$ cat src/rtl/load_byte_assembler.sv
// Byte-serial load unit: it fetches 1/2/4 bytes over an 8-bit handshake bus, assembles them
// little-endian and presents a sign- or zero-extended word with a one-cycle write-back strobe.
module load_byte_assembler #(
  parameter int ADDR_W = 32
) (
  input  logic              clk,
  input  logic              reset_n,
  input  logic              start,
  input  logic [2:0]        funct3,
  input  logic [ADDR_W-1:0] addr,
  input  logic [4:0]        rd,
  output logic              busy,
  output logic              mem_req,
  output logic [ADDR_W-1:0] mem_addr,
  input  logic              mem_ack,
  input  logic [7:0]        mem_rdata,
  output logic              wb_load,
  output logic [4:0]        wb_rd,
  output logic [31:0]       wb_data,
  output logic              err
);

  typedef enum logic [1:0] {
    IDLE  = 2'd0,
    FETCH = 2'd1,
    WB    = 2'd2,
    ERR   = 2'd3
  } state_t;

  state_t            state_r;
  logic [ADDR_W-1:0] base_r;
  logic [2:0]        funct3_r;
  logic [4:0]        rd_r;
  logic [31:0]       asm_r;
  logic [1:0]        k_r;
  logic [1:0]        last_r;
  logic [31:0]       merged_s;

  function automatic logic req_legal(input logic [2:0] f3, input logic [1:0] a_lo);
    case (f3)
      3'b000, 3'b100: req_legal = 1'b1;
      3'b001, 3'b101: req_legal = (a_lo[0] == 1'b0);
      3'b010:         req_legal = (a_lo == 2'b00);
      default:        req_legal = 1'b0;
    endcase
  endfunction

  function automatic logic [1:0] last_index(input logic [2:0] f3);
    case (f3)
      3'b000, 3'b100: last_index = 2'd0;
      3'b001, 3'b101: last_index = 2'd1;
      default:        last_index = 2'd3;
    endcase
  endfunction

  function automatic logic [31:0] extend_load(input logic [2:0] f3, input logic [31:0] d);
    case (f3)
      3'b000:  extend_load = {{24{d[7]}}, d[7:0]};
      3'b100:  extend_load = {24'd0, d[7:0]};
      3'b001:  extend_load = {{16{d[15]}}, d[15:0]};
      3'b101:  extend_load = {16'd0, d[15:0]};
      default: extend_load = d;
    endcase
  endfunction

  // Assembly buffer with the byte arriving this cycle merged into lane k.
  always_comb begin
    merged_s = asm_r;
    case (k_r)
      2'd0:    merged_s[7:0]   = mem_rdata;
      2'd1:    merged_s[15:8]  = mem_rdata;
      2'd2:    merged_s[23:16] = mem_rdata;
      2'd3:    merged_s[31:24] = mem_rdata;
      default: merged_s = asm_r;
    endcase
  end

  // Control FSM; every output is a register updated here.
  always_ff @(posedge clk) begin
    if (!reset_n) begin
      state_r  <= IDLE;
      base_r   <= {ADDR_W{1'b0}};
      funct3_r <= 3'd0;
      rd_r     <= 5'd0;
      asm_r    <= 32'd0;
      k_r      <= 2'd0;
      last_r   <= 2'd0;
      busy     <= 1'b0;
      mem_req  <= 1'b0;
      mem_addr <= {ADDR_W{1'b0}};
      wb_load  <= 1'b0;
      wb_rd    <= 5'd0;
      wb_data  <= 32'd0;
      err      <= 1'b0;
    end else begin
      case (state_r)
        IDLE: begin
          wb_load <= 1'b0;
          err     <= 1'b0;
          if (start) begin
            base_r   <= addr;
            funct3_r <= funct3;
            rd_r     <= rd;
            asm_r    <= 32'd0;
            k_r      <= 2'd0;
            last_r   <= last_index(funct3);
            busy     <= 1'b1;
            if (req_legal(funct3, addr[1:0])) begin
              state_r  <= FETCH;
              mem_req  <= 1'b1;
              mem_addr <= addr;
            end else begin
              state_r <= ERR;
              err     <= 1'b1;
            end
          end else begin
            busy <= 1'b0;
          end
        end
        FETCH: begin
          if (mem_ack) begin
            asm_r <= merged_s;
            k_r   <= k_r + 2'd1;
            if (k_r == last_r) begin
              // Final byte: leave the bus and publish the extended word in one step.
              state_r <= WB;
              mem_req <= 1'b0;
              wb_load <= (rd_r != 5'd0);
              wb_rd   <= rd_r;
              wb_data <= extend_load(funct3_r, merged_s);
            end else begin
              mem_addr <= base_r + {{(ADDR_W-2){1'b0}}, k_r} + {{(ADDR_W-1){1'b0}}, 1'b1};
            end
          end else begin
            mem_addr <= mem_addr;
          end
        end
        WB: begin
          state_r <= IDLE;
          wb_load <= 1'b0;
          busy    <= 1'b0;
        end
        ERR: begin
          state_r <= IDLE;
          err     <= 1'b0;
          busy    <= 1'b0;
        end
        default: begin
          state_r <= IDLE;
          busy    <= 1'b0;
          mem_req <= 1'b0;
          wb_load <= 1'b0;
          err     <= 1'b0;
        end
      endcase
    end
  end

endmodule

$ cat config.mk
export PLATFORM = sky130hd
export DESIGN_NAME = load_byte_assembler
export DESIGN_NICKNAME = d
export VERILOG_FILES = /design/src/rtl/load_byte_assembler.sv
export SDC_FILE = /design/constraint.sdc
export NUM_CORES = 1
export LEC_CHECK = 0
export CAP_MARGIN = 20
export CORE_MARGIN = 5
export CORE_UTILIZATION = 55
export DETAILED_ROUTE_END_ITERATION = 8
export DONT_BUFFER_PORTS = 1
export MAX_ROUTING_LAYER = met4
export PLACE_DENSITY = 0.75
export REMOVE_ABC_BUFFERS = 1
export SYNTH_ARGS = -nofsm -noshare
export SYNTH_HDL_FRONTEND = slang
export SYNTH_SLANG_ARGS = --single-unit
$ cat constraint.sdc
create_clock -name clk -period 6.5 [get_ports clk]
set_clock_uncertainty 0.15 [all_clocks]
set_input_delay 1.3 -clock clk [delete_from_list [all_inputs] [get_ports clk]]
set_output_delay 1.3 -clock clk [all_outputs]
set_load 0.02 [all_outputs]
# Word level (Yosys, flattened, before mapping)
# Cells that the tools add are included.
# totals
output_inout_bits,73
ff_bits,151
# op_classes
bitwise_logic,1
n_mux,39
addsub,3
n_eq_ne,19
reduce_logical,21
# op_table
cell,n
two-way mux 32 bit,6
case mux 32 bit (2 select lines),2
case mux 32 bit (4 select lines),1
adder 32 x 1 -> 32 bit (second input constant),1
adder 32 x 2 -> 32 bit,1
two-way mux 8 bit,4
equality test 3 bit (second input constant),4
two-way mux 1 bit,12
two-way mux 2 bit,6
AND reduction 3 bit,4
AND reduction 5 bit,2
equality test 2 bit (second input constant),4
inequality test 2 bit (second input constant),4
case mux 1 bit (2 select lines),4
case mux 2 bit (2 select lines),2
nonzero test 2 bit,4
OR reduction 2 bit,4
equality test 3 x 1 -> 1 bit (second input constant),2
zero test 2 bit,3
zero test 3 bit,2
case mux 2 bit (3 select lines),1
nonzero test 5 bit,1
equality test 2 x 1 -> 1 bit (second input constant),2
equality test 3 x 2 -> 1 bit (second input constant),1
other kinds (6),6

# Depth between registers and ports, before layout
# Gate-level depths: netlist of the first run.
# depth
depth_word,9
ltp_mapped,10

# Worst setup path before layout of the first run
# No wires, ideal clock.
# synth_path
path_type,input -> register
startpoint,input addr[0]
endpoint,register mem_addr[18]
t_arrival_ps,2745
path_stages,8
slack_ps,3476
path_cell_list,nor4_1 or4b_1 clkbuf_1 and4_1 clkbuf_1 buf_2 a22oi_1 o21ai_0
# synth_via
elab_chain_cells,7
word_cells_on_any_way,8
classes_between,1 x eq/ne; 4 x mux; 1 x bitwise; 2 x reduce/logical
# synth_rtl
element,line,text
start: declaration,10,"input logic [ADDR_W-1:0] addr,"
zero test 2 bit / inverter 1 bit (equally long branches),"43, 42",
case mux 1 bit (3 select lines) (*),40,case (f3)
two-way mux 1 bit (*),100,if (start) begin
two-way mux 1 bit (*),96,case (state_r)
two-way mux 1 bit (*),80,if (!reset_n) begin
inequality test 2 x 1 -> 1 bit (no source line) (*),--,
AND reduction 5 bit (no source line) (*),--,
end signal: assignment,90,mem_addr <= {ADDR_W{1'b0}};
end signal: assignment,111,mem_addr <= addr;
end signal: assignment,132,"mem_addr <= base_r + {{(ADDR_W-2){1'b0}}, k_r} + {{(ADDR_W-1){1'b0}}, 1'b1};"
end: declaration,14,"output logic [ADDR_W-1:0] mem_addr,"
# Every way passes the cells marked *; elsewhere a longest branch is shown, timed or not. The select of a mux whose other input is x is not followed.
# A chain may end at the register's enable or synchronous reset.

# Worst setup path after layout of the first run
# layout_path
startpoint,register state_r[1]
endpoint,register mem_addr[15]
# layout_via
elab_chain_cells,3
word_cells_on_any_way,9
classes_between,5 x eq/ne; 1 x mux; 3 x reduce/logical
# layout_rtl
element,line,text
start: declaration,30,state_t state_r;
start signal: assignment,81,state_r <= IDLE;
start signal: assignment,109,state_r <= FETCH;
start signal: assignment,113,state_r <= ERR;
equality test 2 x 1 -> 1 bit / zero test 2 bit (equally long branches),96,
"inequality test 2 bit (no source line), or another cell as far along",--,
AND reduction 5 bit (no source line),--,
# Parallel ways exist; a longest one is shown, timed or not.

==> results of run 1 <==
path summary, 6_finish.rpt:
check,cells past startpoint,slack [ns],end,startpoint
worst max-delay path,8,3.08,mem_addr[15],state_r[1]
worst min-delay path,2,0.31,base_r[0],base_r[0]
worst max register to register,8,3.08,mem_addr[15],state_r[1]
worst min register to register,2,0.31,base_r[0],base_r[0]
Yosys cell counts (all sizes together), types with 3 or more instances:
library cell  number
nor2b              3
dfxtp            151
o21ai             42
nand4b             4
ha                11
o221a              8
mux2i             21
mux2              24
xnor2             22
o211ai             7
o21a               8
a211oi            11
o2111ai            3
o31ai              4
a21oi             72
nand4              8
inv               14
nor4               9
a22oi             42
and3               5
nand3             17
xor2               7
nor2              74
nor3               9
or3                3
clkbuf            47
and4               4
nand2            127
buf               14
cells by family after synthesis:
kind of cell / Yosys count
simple gates: 272
compound gates: 212
flops: 151
buf+inv: 75
mux: 45
xor+xnor: 29
fa+ha+maj: 12
through the flow:
step	cell area [sq um]	cells	hold slack (ns)	utilization, %
CTS	7370	941	0.307	61.1
detailed placement	6820	909	0.299	56.5
global placement	6820	909	0.298	56.5
floorplan	6550	735	0.286	-
finish	7380	942	0.308	61.2
global route	7380	942	0.334	61.2
cell type report:
type	count	area, sq um	share of cell area, %
multi-input cells	570	3490	47.3
flip-flops and latches	151	3020	41.0
clock buffers	23	478	6.48
well taps	168	210	2.85
clock inverters	9	75.1	1.02
repair buffers	7	52.6	0.712
inverters	14	52.6	0.712
layout by cell type, fill, tap and decap left out, types with 9 or more instances in the layout:
master / n
o21ai_0: 39
nor4_1: 9
a211oi_1: 11
nor2_1: 73
ha_1: 11
a22oi_1: 42
clkbuf_16: 17
mux2_2: 24
nor3_1: 9
nand2_1: 127
nand3_1: 16
inv_1: 13
dfxtp_1: 151
a21oi_1: 72
xnor2_1: 22
mux2i_1: 21
registers in the layout (all words and copies together), names as in the netlist:
register,cells
asm_r,32
base_r,32
busy,1
err,1
funct3_r,3
k_r,2
last_r,2
mem_addr,32
mem_req,1
rd_r,5
state_r,2
wb_data,32
wb_load,1
wb_rd,5
worst min-delay path: cells and delay by family, from the launching register on:
kind | cells | cell delay [ns]
AND/OR/NAND/NOR | 1 | 0.05
AO/OA/AOI/OAI | 1 | 0.05
flip-flops | 1 | 0.30
power breakdown:
group          internal [W]  switching (W)  leakage, nW
logic              0.000182       0.000354         1.10
clock network      0.000552       0.000371        0.272
registers           0.00106       0.000241         1.23
layer usage:
metal / up-vias / part of all wire, % / global-route usage (%)
li1: 2753 / - / -
met1: 2749 / 42 / 30.5
met2: 230 / 47 / 37.7
met3: 32 / 8.6 / 7.83
met4: 0 / 2.1 / 9.31
met5: - / 0 / -
==> flow_summary.ini, run 1 <==
[logic_synthesis]
synthCells = 796
synth-simple-area-share_pct = 17.9
synth_area_leaders = dfxtp_1, nand2_1, a21oi_1, a22oi_1, nor2_1
ys_async_sr_fraction_pct = 0
synth_compound_area_share_pct = 20.1
synth_adder_area_share_pct = 2.32
synthMuxAreaShare_pct = 7.06
netlist_area_sq_mm = 0.00680
yosys_warnings = 0
yosysTopAreaCell = dfxtp_1
synth_seq_area_share_pct = 44.4
avgSynthCellArea_sq_um = 8.54
synth_ff_type = dfxtp_1
synth_edf_count = 0
synth_top_area_share_pct = 44.4
ys_types = 58
synth_top_family_by_area = compound AO/OA/AOI/OAI gates
yosys_register_bits = 151
synth_xor_area_share_pct = 3.73

[cts]
cts_made_buffers = 17
cts_hold_buf = 0
cts_setup_buffers = 0
htreeDepth = 4
ctsResizeCount = 0
clk_latency_ns = 0.43
clock-root-buffer = clkbuf_16
cts_tree = built
clockBufferDepth = 2
cts.sinks = 151
clk_pin_slew_ns = 0.06

[setup_path]
critPathArrivalTime_ns = 3.55
critical_path.top_delay_family = simple AND/OR/NAND/NOR gates
crit_path_start_kind = flip-flop
crit_required_ns = 6.64
worst-path-max-fanout = 37
critPathSlowestCell = nand3_1
cp_common_cell = nor2_1
worstSetupEndpointType = flip-flop
crit_path_cell_trace = inv_1 -> ha_1 -> buf_4 -> mux2i_1 -> nor2_1 -> nand3_1 -> a2111oi_0 -> nor2_1
max_stage_delay_ns = 0.70
worstPathBufferInverterCount = 2
worstSetupPathType = reg -> reg

[finish]
drive_above_1_share_pct = 10.1
antenna_cells = 0
area_growth_pct = 8.46
fillers = 1047
nets = 825

[sta]
setup_viol = 0
min_period_ns = 3.42
worst_pin_slew_ns = 1.11
rsz0062_at_grt = false
fin_ws_ns = 3.08
hold_violations = 0
tns_ns = 0
slew_headroom_pct = 26.3
timing.final.crit_share_pct = 52.6
slew_viol_final = 0
fmax_mhz = 293

[floorplanning]
fp.coreArea_sq_mm = 0.0121
ios = 125
fp.dieW_microns = 121
start_util_pct = 56.4
die_area_sq_mm = 0.0147
rows = 40
dieHeight_microns = 121

[routing]
ant_nets = 0
wl_per_cell_microns = 18.7
vias = 5764
drc = 0
drtIter0Drc = 508
drtPass1Iterations = 5
wirelength_microns = 17600
viasPerCell = 6.12

[placed_design]
dp_slack_ns = 2.95
io_buffer_count = 0
gp_congestion = 0.856
place_hpwl_microns = 11600

[global_route]
grt_max_degree = 101
first_global_vias = 5477
antenna_found_initial = 0
overflow = 0
grt_pass1_wl_microns = 27900
grt.total_usage_pct = 24.6

[flow_run]
cap_violations = 0

[outcome]
status = finished, final reports clean

[worst_hold_path]
worst_hold_path_type = reg -> reg

[pwr]
leakagePower_nw = 2.60
p_total_w = 0.00276
p_per_area_mw_per_mm2 = 374
ir_drop_mv = 0.251
No activity file was read; power rests on OpenSTA's default activity.
==> run 2, diff against run 1 <==
==> constraint.sdc (replaced) <==
create_clock -name clk -period 3.5 [get_ports clk]
set_clock_uncertainty 0.15 [all_clocks]
set_input_delay 0.7 -clock clk [delete_from_list [all_inputs] [get_ports clk]]
set_output_delay 0.7 -clock clk [all_outputs]
set_load 0.02 [all_outputs]
==> run 2 against run 1 <==
  * Clock-buffer cell count fell by 4
  * Sequential share of layout area is 0.39 points lower
  * Flip-flop and latch count stayed put
  * Register-to-register slack got worse by 2.6 ns
  * Largest power group unchanged
  * Cell count grew 0.53%
  * Combinational power rose by 92%
  * Critical path depth unchanged
  * Global-route usage is 0.55 points higher
  * Sequential power increased by 86%
  * Core utilization rose by 0.59 points
==> flow_summary.ini, run 2 (synthesized netlist as in run 1, its figures left out) <==
[finish]
layout_commonest_cell = dfxtp_1
fin_area_sq_mm = 0.00745
mostFrequentLayoutCells = dfxtp_1, nand2_1, nor2_1, a21oi_1, a22oi_1
nets = 831
drive_above_1_share_pct = 11.0
area_growth_pct = 9.51
antenna_cells = 0
fillers = 1025

[sta]
fmax_mhz = 330
worst_pin_slew_ns = 0.986
rsz0062_at_grt = false
fin_ws_ns = 0.466
setup_viol = 0
hold_violations = 0
timing.hold.ws_ns = 0.255
slew_headroom_pct = 34.2
timing.final.crit_share_pct = 86.7
min_period_ns = 3.03
slew_viol_final = 0
tns_ns = 0

[placed_design]
dp_slack_ns = 0.502
post_dp_cell_area_sq_mm = 0.00686
place_hpwl_microns = 12000
gp_congestion = 0.865
io_buffer_count = 0

[pwr]
power_frac_comb_pct = 19.7
switching_power_w = 0.00185
pwr-share-clk_pct = 34.4
power_frac_seq_pct = 46.0
leakagePower_nw = 2.64
ir_drop_mv = 0.415
internal-power_w = 0.00341
p_per_area_mw_per_mm2 = 706
p_sw_share_pct = 35.1
p_total_w = 0.00526

[floorplanning]
dieHeight_microns = 121
fp.dieW_microns = 121
ios = 125
rows = 40
fp.coreArea_sq_mm = 0.0121
die_area_sq_mm = 0.0147
start_util_pct = 56.4

[global_route]
use_met2_pct = 39.1
overflow = 0
grt_pass1_wl_microns = 28800
grt.total_usage_pct = 25.1
first_global_vias = 5656
top_usage_layer = met2
met1_usage_pct = 31.7
antenna_found_initial = 0
grt_max_degree = 44
gr-usage-met3_pct = 6.62

[routing]
drtPass1Iterations = 5
ant_nets = 0
viasPerCell = 6.10
vias = 5778
drtIter0Drc = 577
drc = 0
wirelength_microns = 17900
wl_per_cell_microns = 18.9

[flow_run]
cap_violations = 0

[setup_path]
crit_path_start_kind = flip-flop
r2r_cells = 8
worstSetupPathType = reg -> reg
worst-path-max-fanout = 8
crit_required_ns = 3.69
critPathArrivalTime_ns = 3.23
worstSetupEndpointType = flip-flop

[cts]
cts_hold_buf = 0
ctsResizeCount = 0
cts.sinks = 151
clockBufferDepth = 2
cts_tree = built
clk_pin_slew_ns = 0.06
cts_setup_buffers = 0
cts_made_buffers = 17
clock-root-buffer = clkbuf_16
htreeDepth = 4
clk_latency_ns = 0.42

[outcome]
status = finished, final reports clean

[worst_hold_path]
min_path_cells = 2
worst_hold_path_type = in -> reg
==> run 2: per-stage QoR <==
stage / utilization, % / instances
finish: 61.8 / 947
global route: 61.8 / 947
global placement: 56.9 / 915
CTS: 61.7 / 946
floorplan: - / 735
detailed placement: 56.9 / 915
==> run 2: routing by layer <==
metal | vias to the layer above | wire length (microns)
li1 | 2750 | -
met1 | 2799 | 7650
met2 | 200 | 8580
met4 | 0 | 376
met3 | 29 | 1280
met5 | - | 0
==> run 2: area by class of cell <==
class                      instances  area (sq um)  share of cell area (%)
tap                              168           210                    2.82
multi-input combinational        570          3490                    46.8
inverter                          14          52.6                   0.706
clock inverter                    12           126                    1.70
sequential                       151          3020                    40.6
timing repair buffer              13          97.6                    1.31
clock buffer                      19           453                    6.08
==> run 2: power by group through the flow <==
stage	registers (W)	clock network [W]	logic [W]
6_report	0.00242	0.00181	0.00103
5_1_grt	0.00245	0.00190	0.00115
4_1_cts	0.00242	0.00182	0.00103
3_5_place_dp	0.00245	0	0.00102
3_3_place_gp	0.00244	0	0.000985
2_1_floorplan	0.00236	0	0.000735
==> run 2: worst paths after layout <==
| path | start | endpoint | slack, ns |
|---|---|---|---|
| worst min-delay path | addr[0] | base_r[0] | 0.26 |
| worst max register to register | k_r[0] | mem_addr[22] | 0.47 |
| worst min register to register | base_r[0] | base_r[0] | 0.31 |
| worst max-delay path | k_r[0] | mem_addr[22] | 0.47 |
==> run 2: critical path, stage by stage, from the launching register on <==
cell and delay, ns:
dfxtp_1 0.43, inv_1 0.12, ha_1 0.22, fa_1 0.42, nand4b_4 0.25, or4_4 0.63, or3_1 0.37, and3_1 0.18
o31ai_2 0.17
